## src/rtl/fifo_synch_1r1w_flex.sv

```systemverilog
// Synchronous single-read/single-write FIFO with first-word fall-through.
// The head word is held in a register so data_o never comes straight from
// the memory array. Depth need not be a power of two: the pointers wrap
// explicitly at depth_p-1. Almost-full/empty flags are thresholded at run time.
module fifo_synch_1r1w_flex #(
    parameter  int width_p = 8,
    parameter  int depth_p = 16,
    localparam int cnt_w   = $clog2(depth_p + 1),
    localparam int ptr_w   = $clog2(depth_p)
) (
    input  logic               clk_i,
    input  logic               reset_n_i,
    input  logic               flush_i,
    input  logic [width_p-1:0] data_i,
    input  logic               valid_i,
    output logic               ready_o,
    output logic               valid_o,
    output logic [width_p-1:0] data_o,
    input  logic               yumi_i,
    input  logic [cnt_w-1:0]   afull_thresh_i,
    input  logic [cnt_w-1:0]   aempty_thresh_i,
    output logic [cnt_w-1:0]   count_o,
    output logic               almost_full_o,
    output logic               almost_empty_o,
    output logic               underflow_o
);

    localparam logic [ptr_w-1:0] ptr_max = ptr_w'(depth_p - 1);
    localparam logic [cnt_w-1:0] cnt_max = cnt_w'(depth_p);

    logic [width_p-1:0] mem_q [depth_p];

    logic [ptr_w-1:0]   wr_ptr_q, wr_ptr_d;
    logic [ptr_w-1:0]   rd_ptr_q, rd_ptr_d;
    logic [cnt_w-1:0]   count_q, count_d;
    logic [width_p-1:0] data_q, data_d;
    logic               underflow_q, underflow_d;

    logic               enq;
    logic               deq;
    logic               mem_we;
    logic [ptr_w-1:0]   wr_ptr_inc;
    logic [ptr_w-1:0]   rd_ptr_inc;

    assign ready_o        = (count_q != cnt_max);
    assign valid_o        = (count_q != '0);
    assign data_o         = data_q;
    assign count_o        = count_q;
    assign underflow_o    = underflow_q;
    assign almost_full_o  = (count_q >= afull_thresh_i);
    assign almost_empty_o = (count_q <= aempty_thresh_i);

    // Next-state: handshakes, pointer wrap, occupancy and head-register source.
    always_comb begin
        enq         = valid_i & ready_o;
        deq         = yumi_i & valid_o;
        mem_we      = enq & ~flush_i;
        wr_ptr_inc  = (wr_ptr_q == ptr_max) ? '0 : wr_ptr_q + ptr_w'(1);
        rd_ptr_inc  = (rd_ptr_q == ptr_max) ? '0 : rd_ptr_q + ptr_w'(1);

        wr_ptr_d    = wr_ptr_q;
        rd_ptr_d    = rd_ptr_q;
        count_d     = count_q;
        data_d      = data_q;
        underflow_d = underflow_q;

        if (flush_i) begin
            // Flush wins over any handshake; the head register is left alone.
            wr_ptr_d    = '0;
            rd_ptr_d    = '0;
            count_d     = '0;
            underflow_d = 1'b0;
        end else begin
            underflow_d = underflow_q | (yumi_i & ~valid_o);
            if (enq) wr_ptr_d = wr_ptr_inc;
            if (deq) rd_ptr_d = rd_ptr_inc;

            unique case ({enq, deq})
                2'b10:   count_d = count_q + cnt_w'(1);
                2'b01:   count_d = count_q - cnt_w'(1);
                default: count_d = count_q;
            endcase

            // The entry after the read pointer already holds the next word when
            // two or more are stored; with exactly one stored, the incoming word
            // is the next head and never passes through memory on its way out.
            if (deq && (count_q >= cnt_w'(2))) begin
                data_d = mem_q[rd_ptr_inc];
            end else if (enq && deq && (count_q == cnt_w'(1))) begin
                data_d = data_i;
            end else if (enq && (count_q == '0)) begin
                data_d = data_i;
            end
        end
    end

    // Storage array; deliberately not reset.
    always_ff @(posedge clk_i) begin
        if (mem_we) begin
            mem_q[wr_ptr_q] <= data_i;
        end
    end

    // Control and head-register flops with asynchronous active-low reset.
    always_ff @(posedge clk_i or negedge reset_n_i) begin
        if (!reset_n_i) begin
            wr_ptr_q    <= '0;
            rd_ptr_q    <= '0;
            count_q     <= '0;
            data_q      <= '0;
            underflow_q <= 1'b0;
        end else begin
            wr_ptr_q    <= wr_ptr_d;
            rd_ptr_q    <= rd_ptr_d;
            count_q     <= count_d;
            data_q      <= data_d;
            underflow_q <= underflow_d;
        end
    end

endmodule

```

## config.mk

```make
export PLATFORM = sky130hd
export DESIGN_NAME = fifo_synch_1r1w_flex
export DESIGN_NICKNAME = d
export VERILOG_FILES = /design/src/rtl/fifo_synch_1r1w_flex.sv
export SDC_FILE = /design/constraint.sdc
export NUM_CORES = 1
export LEC_CHECK = 0
export ABC_AREA = 1
export CORE_MARGIN = 5
export CORE_UTILIZATION = 52
export DETAILED_ROUTE_END_ITERATION = 7
export PLACE_DENSITY = 0.71
export SLEW_MARGIN = 20
export SYNTH_ARGS = -nofsm -noshare
export SYNTH_HDL_FRONTEND = slang
export SYNTH_SLANG_ARGS = --single-unit
```

## constraint.sdc

```tcl
create_clock -name clk_i -period 6.2 [get_ports clk_i]
set_input_delay 1.24 -clock clk_i [delete_from_list [all_inputs] [get_ports clk_i]]
set_output_delay 1.24 -clock clk_i [all_outputs]
set_load 0.1 [all_outputs]
```

==> results.md <==
* Status: finished, final reports clean
* DRC violation count after routing at 0
* Synth unique cells at 31
* Final global-route overflow total at 0
* Pleak at 0.00308 uW
* Global-route usage over all layers at 22.3%
* Vias in the first global route at 4984
* Maximum level of the CTS H-tree at 4
* Final Max Tran Viols at 0
* Number of synthesis warnings at 0
* Power density over the cells at roughly 430 nW/um^2
* Clock transition at the registers of the reported paths at 0.05 ns
* Pin count of the biggest net entering global routing at 54
* Boundary pin count at ~40
* Worst Tran Pin Value at 0.988 ns
* Number of optimization iterations in the first detailed-route pass at 5
* Quantity of I/O buffers inserted on ports at 40
* Most prevalent standard cell on the critical path: clkdlybuf4s50_1
* Net Sw Frac at 39.8%
* F_max at 204 MHz
* Max Cap Viol at 0
* DRT iter0 DRCs at 485
* Gate Count Post-Synth at 652
* Avg Cell Area, Syn at 10.6 um^2
* CTS tree: done
* RePlAce Congestion at 0.871
* Mapped cell area at 6940 um^2
* Vertical die dimension at 126 um
* Reported net switching power at roughly 1400 uW
* Hold Path Class: flop to flop
* Combinational share of power at 36.1%
* Setup Skew at 0.0112 ns
* Slowest CP cell: clkdlybuf4s50_1
* Clock share of power at roughly 29%
* Total of cells resized after clock tree synthesis at 0
* Clock latency on the worst-skew pair at between 0.4 and 0.5 ns
* # fillers at 1072
* Total clock sinks at 150
* Count of flip-flops with a built-in enable after synthesis at 128
* Data arrival time of the critical path at 3.66 ns
* Portion of total power attributed to sequential cells at around a third
* Clock root buffer: clkbuf_16
* Critical Path, Cell by Cell: clkdlybuf4s50_1 -> inv_1 -> ha_1 -> a21oi_1 -> o221ai_1 -> o21ai_0 -> clkdlybuf4s50_1
* Post-Synthesis Net Count at 695
* Post-CTS Repair Setup Buffers at 0
* Bufs on Longest Clock Path at 2
* Dpl hpwl at 10600 um
* Required time worst endpoint at 4.96 ns
* RSZ-0062 raised after global routing: false
* ANT cells at 0
* Area growth from synthesis to layout at 15.3%
* Drt via density at 5.68
* Synth Register Bits at 150
* Worst Path Class, Setup: input port to output port
* Type of element capturing the critical path: output port
* Total number of vias at between 4000 and 5000
* Number of buffers inserted during clock tree synthesis at 17
* Tightest slew margin relative to the limit at 33.9%
* Share of flip-flops with an asynchronous set or reset at 14.7%
* Wire length of the first global-routing pass at 27100 um
* Critical Path Max Stage Delay at 1.16 ns
* Wire length per cell after detailed routing at just under 20 um
* Nets@finish at 730
* DRT antenna net count at 0
* Maximum net fanout on the critical path at 3
* IR drop worst, VDD at 0.000211 V
* Seq/Total Area, Yosys at 63.3%
* Die Outline Area at about 16000 um^2
* Placeable core region at between 10000 and 15000 um^2
* Hold violation total from the final report at 0
* Internal power at around 2100 uW
* Wirelength, routed at 17000 um
* Post-route setup TNS at 0 ns
* Initial cell density of the core at 52.6%
* Post-Route Hold Slack at 0.484 ns
* Final Setup Violations at 0
* Number of antenna violations at the first check in global routing at 0
* Share of post-route cells with drive strength above 1 at 8.01%
* Prevailing post-synth register cell: edfxtp_1
* Setup crit start kind: input port
* Number of placement rows at 42
* Die X-Extent at 126 um
* Time the worst path needs with I/O delays and setup at 4.90 ns
* Part of the cycle the worst path needs at 79.0%
* CTS hold repair buffers at 0
cell families after synthesis:
group | count (synthesis) | synth area share (%)
simple gates | 334 | 22.7
flops | 150 | 63.3
buf+inv | 93 | 5.79
compound gates | 54 | 4.49
fa+ha+maj | 20 | 3.61
xor+xnor | 1 | 0.126
metal layers:
| metal | up-vias | GRT usage (%) | part of all wire (%) |
|---|---|---|---|
| met3 | 33 | 4.82 | 7.7 |
| li1 | 2349 | - | - |
| met4 | 0 | 8.48 | 2.3 |
| met2 | 227 | 36.5 | 49 |
| met1 | 2362 | 29.2 | 41 |
| met5 | - | 0 | 0 |
critical path: cells and delay by family:
family,cells,cell delay (ns)
buffers and inverters,3,1.65
AOI/OAI and AO/OA,3,0.44
adders and majority gates,1,0.33
path summary, 6_finish.rpt:
path                       slack [ns]          startpoint             end  cells past startpoint
max                              1.30  aempty_thresh_i[4]  almost_empty_o                      7
min                              0.48           data_o[2]       data_o[2]                      2
max reg2reg                      3.08         rd_ptr_q[0]       data_o[0]                     13
min reg2reg                      0.48           data_o[2]       data_o[2]                      2
max in group asynchronous        5.02           reset_n_i       data_o[4]                      1
min in group asynchronous        0.80           reset_n_i     wr_ptr_q[3]                      1
stage by stage:
stage | util, % | setup WS [ns] | instance area [um^2] | power (uW) | instances
floorplan | - | 1.19 | 6940 | 2160 | 652
global placement | 56.4 | 1.42 | 7440 | 2420 | 844
detailed placement | 56.5 | 1.34 | 7450 | 2450 | 844
CTS | 60.7 | 1.32 | 8010 | 3440 | 875
global route | 60.7 | 1.24 | 8000 | 3590 | 875
finish | 60.7 | 1.30 | 8000 | 3430 | 875
synth_stat cells, types with 2 or more instances:
library cell,instances,share of area [%]
a21oi_1,19,1.4
buf_1,8,0.43
buf_2,6,0.43
buf_6,6,0.97
clkbuf_1,11,0.60
dfrtp_1,22,7.9
edfxtp_1,128,55
ha_1,20,3.6
inv_1,57,3.1
inv_2,5,0.27
nand2_1,116,6.3
nand2_2,4,0.36
nand3_1,156,11
nand3_2,4,0.58
nand3b_1,14,1.5
nand4_1,2,0.18
nor2_1,29,1.6
nor2_4,2,0.32
nor3_1,5,0.36
o21a_1,3,0.32
o21ai_0,20,1.4
o21bai_1,2,0.22
o22ai_1,5,0.45
state kept, by name (all words and copies together) (netlist names):
register     flops
mem_q          128
wr_ptr_q         4
count_o          5
data_o           8
rd_ptr_q         4
underflow_o      1
placed cells by master, fill, tap and decap left out, types with 2 or more instances in the layout:
cell type,instances
clkdlybuf4s50_1,39
o21bai_1,2
clkinvlp_4,3
inv_1,57
o21a_1,3
clkinv_1,2
dfrtp_1,22
clkinv_2,3
edfxtp_1,128
inv_6,3
o21ai_0,20
nand2_2,4
nand3_2,4
ha_1,20
buf_4,7
nand3_1,156
bufinv_16,2
o22ai_1,5
nand3b_1,14
a21oi_1,19
nand2_1,116
inv_2,5
nor2_4,2
nor3_1,4
nand4_1,2
clkbuf_16,17
nor2_1,29
power by group through the flow:
stage          clock (uW)  combinational (uW)  sequential, uW
5_1_grt              1040                1340            1210
3_5_place_dp            0                1230            1220
4_1_cts               997                1240            1200
6_report              987                1240            1210
2_1_floorplan           0                 685            1470
3_3_place_gp            0                1200            1220
area by class of cell:
cell class,instances,area [um^2],area share (%)
flip-flops and latches,150,4390,54.9
repair buffers,47,448,5.60
clock inverters,13,131,1.64
clock buffers,18,429,5.36
multi-input cells,409,2150,26.8
well taps,176,220,2.75
inverters,62,233,2.91
Note: power is estimated with default switching activity, not from simulation.
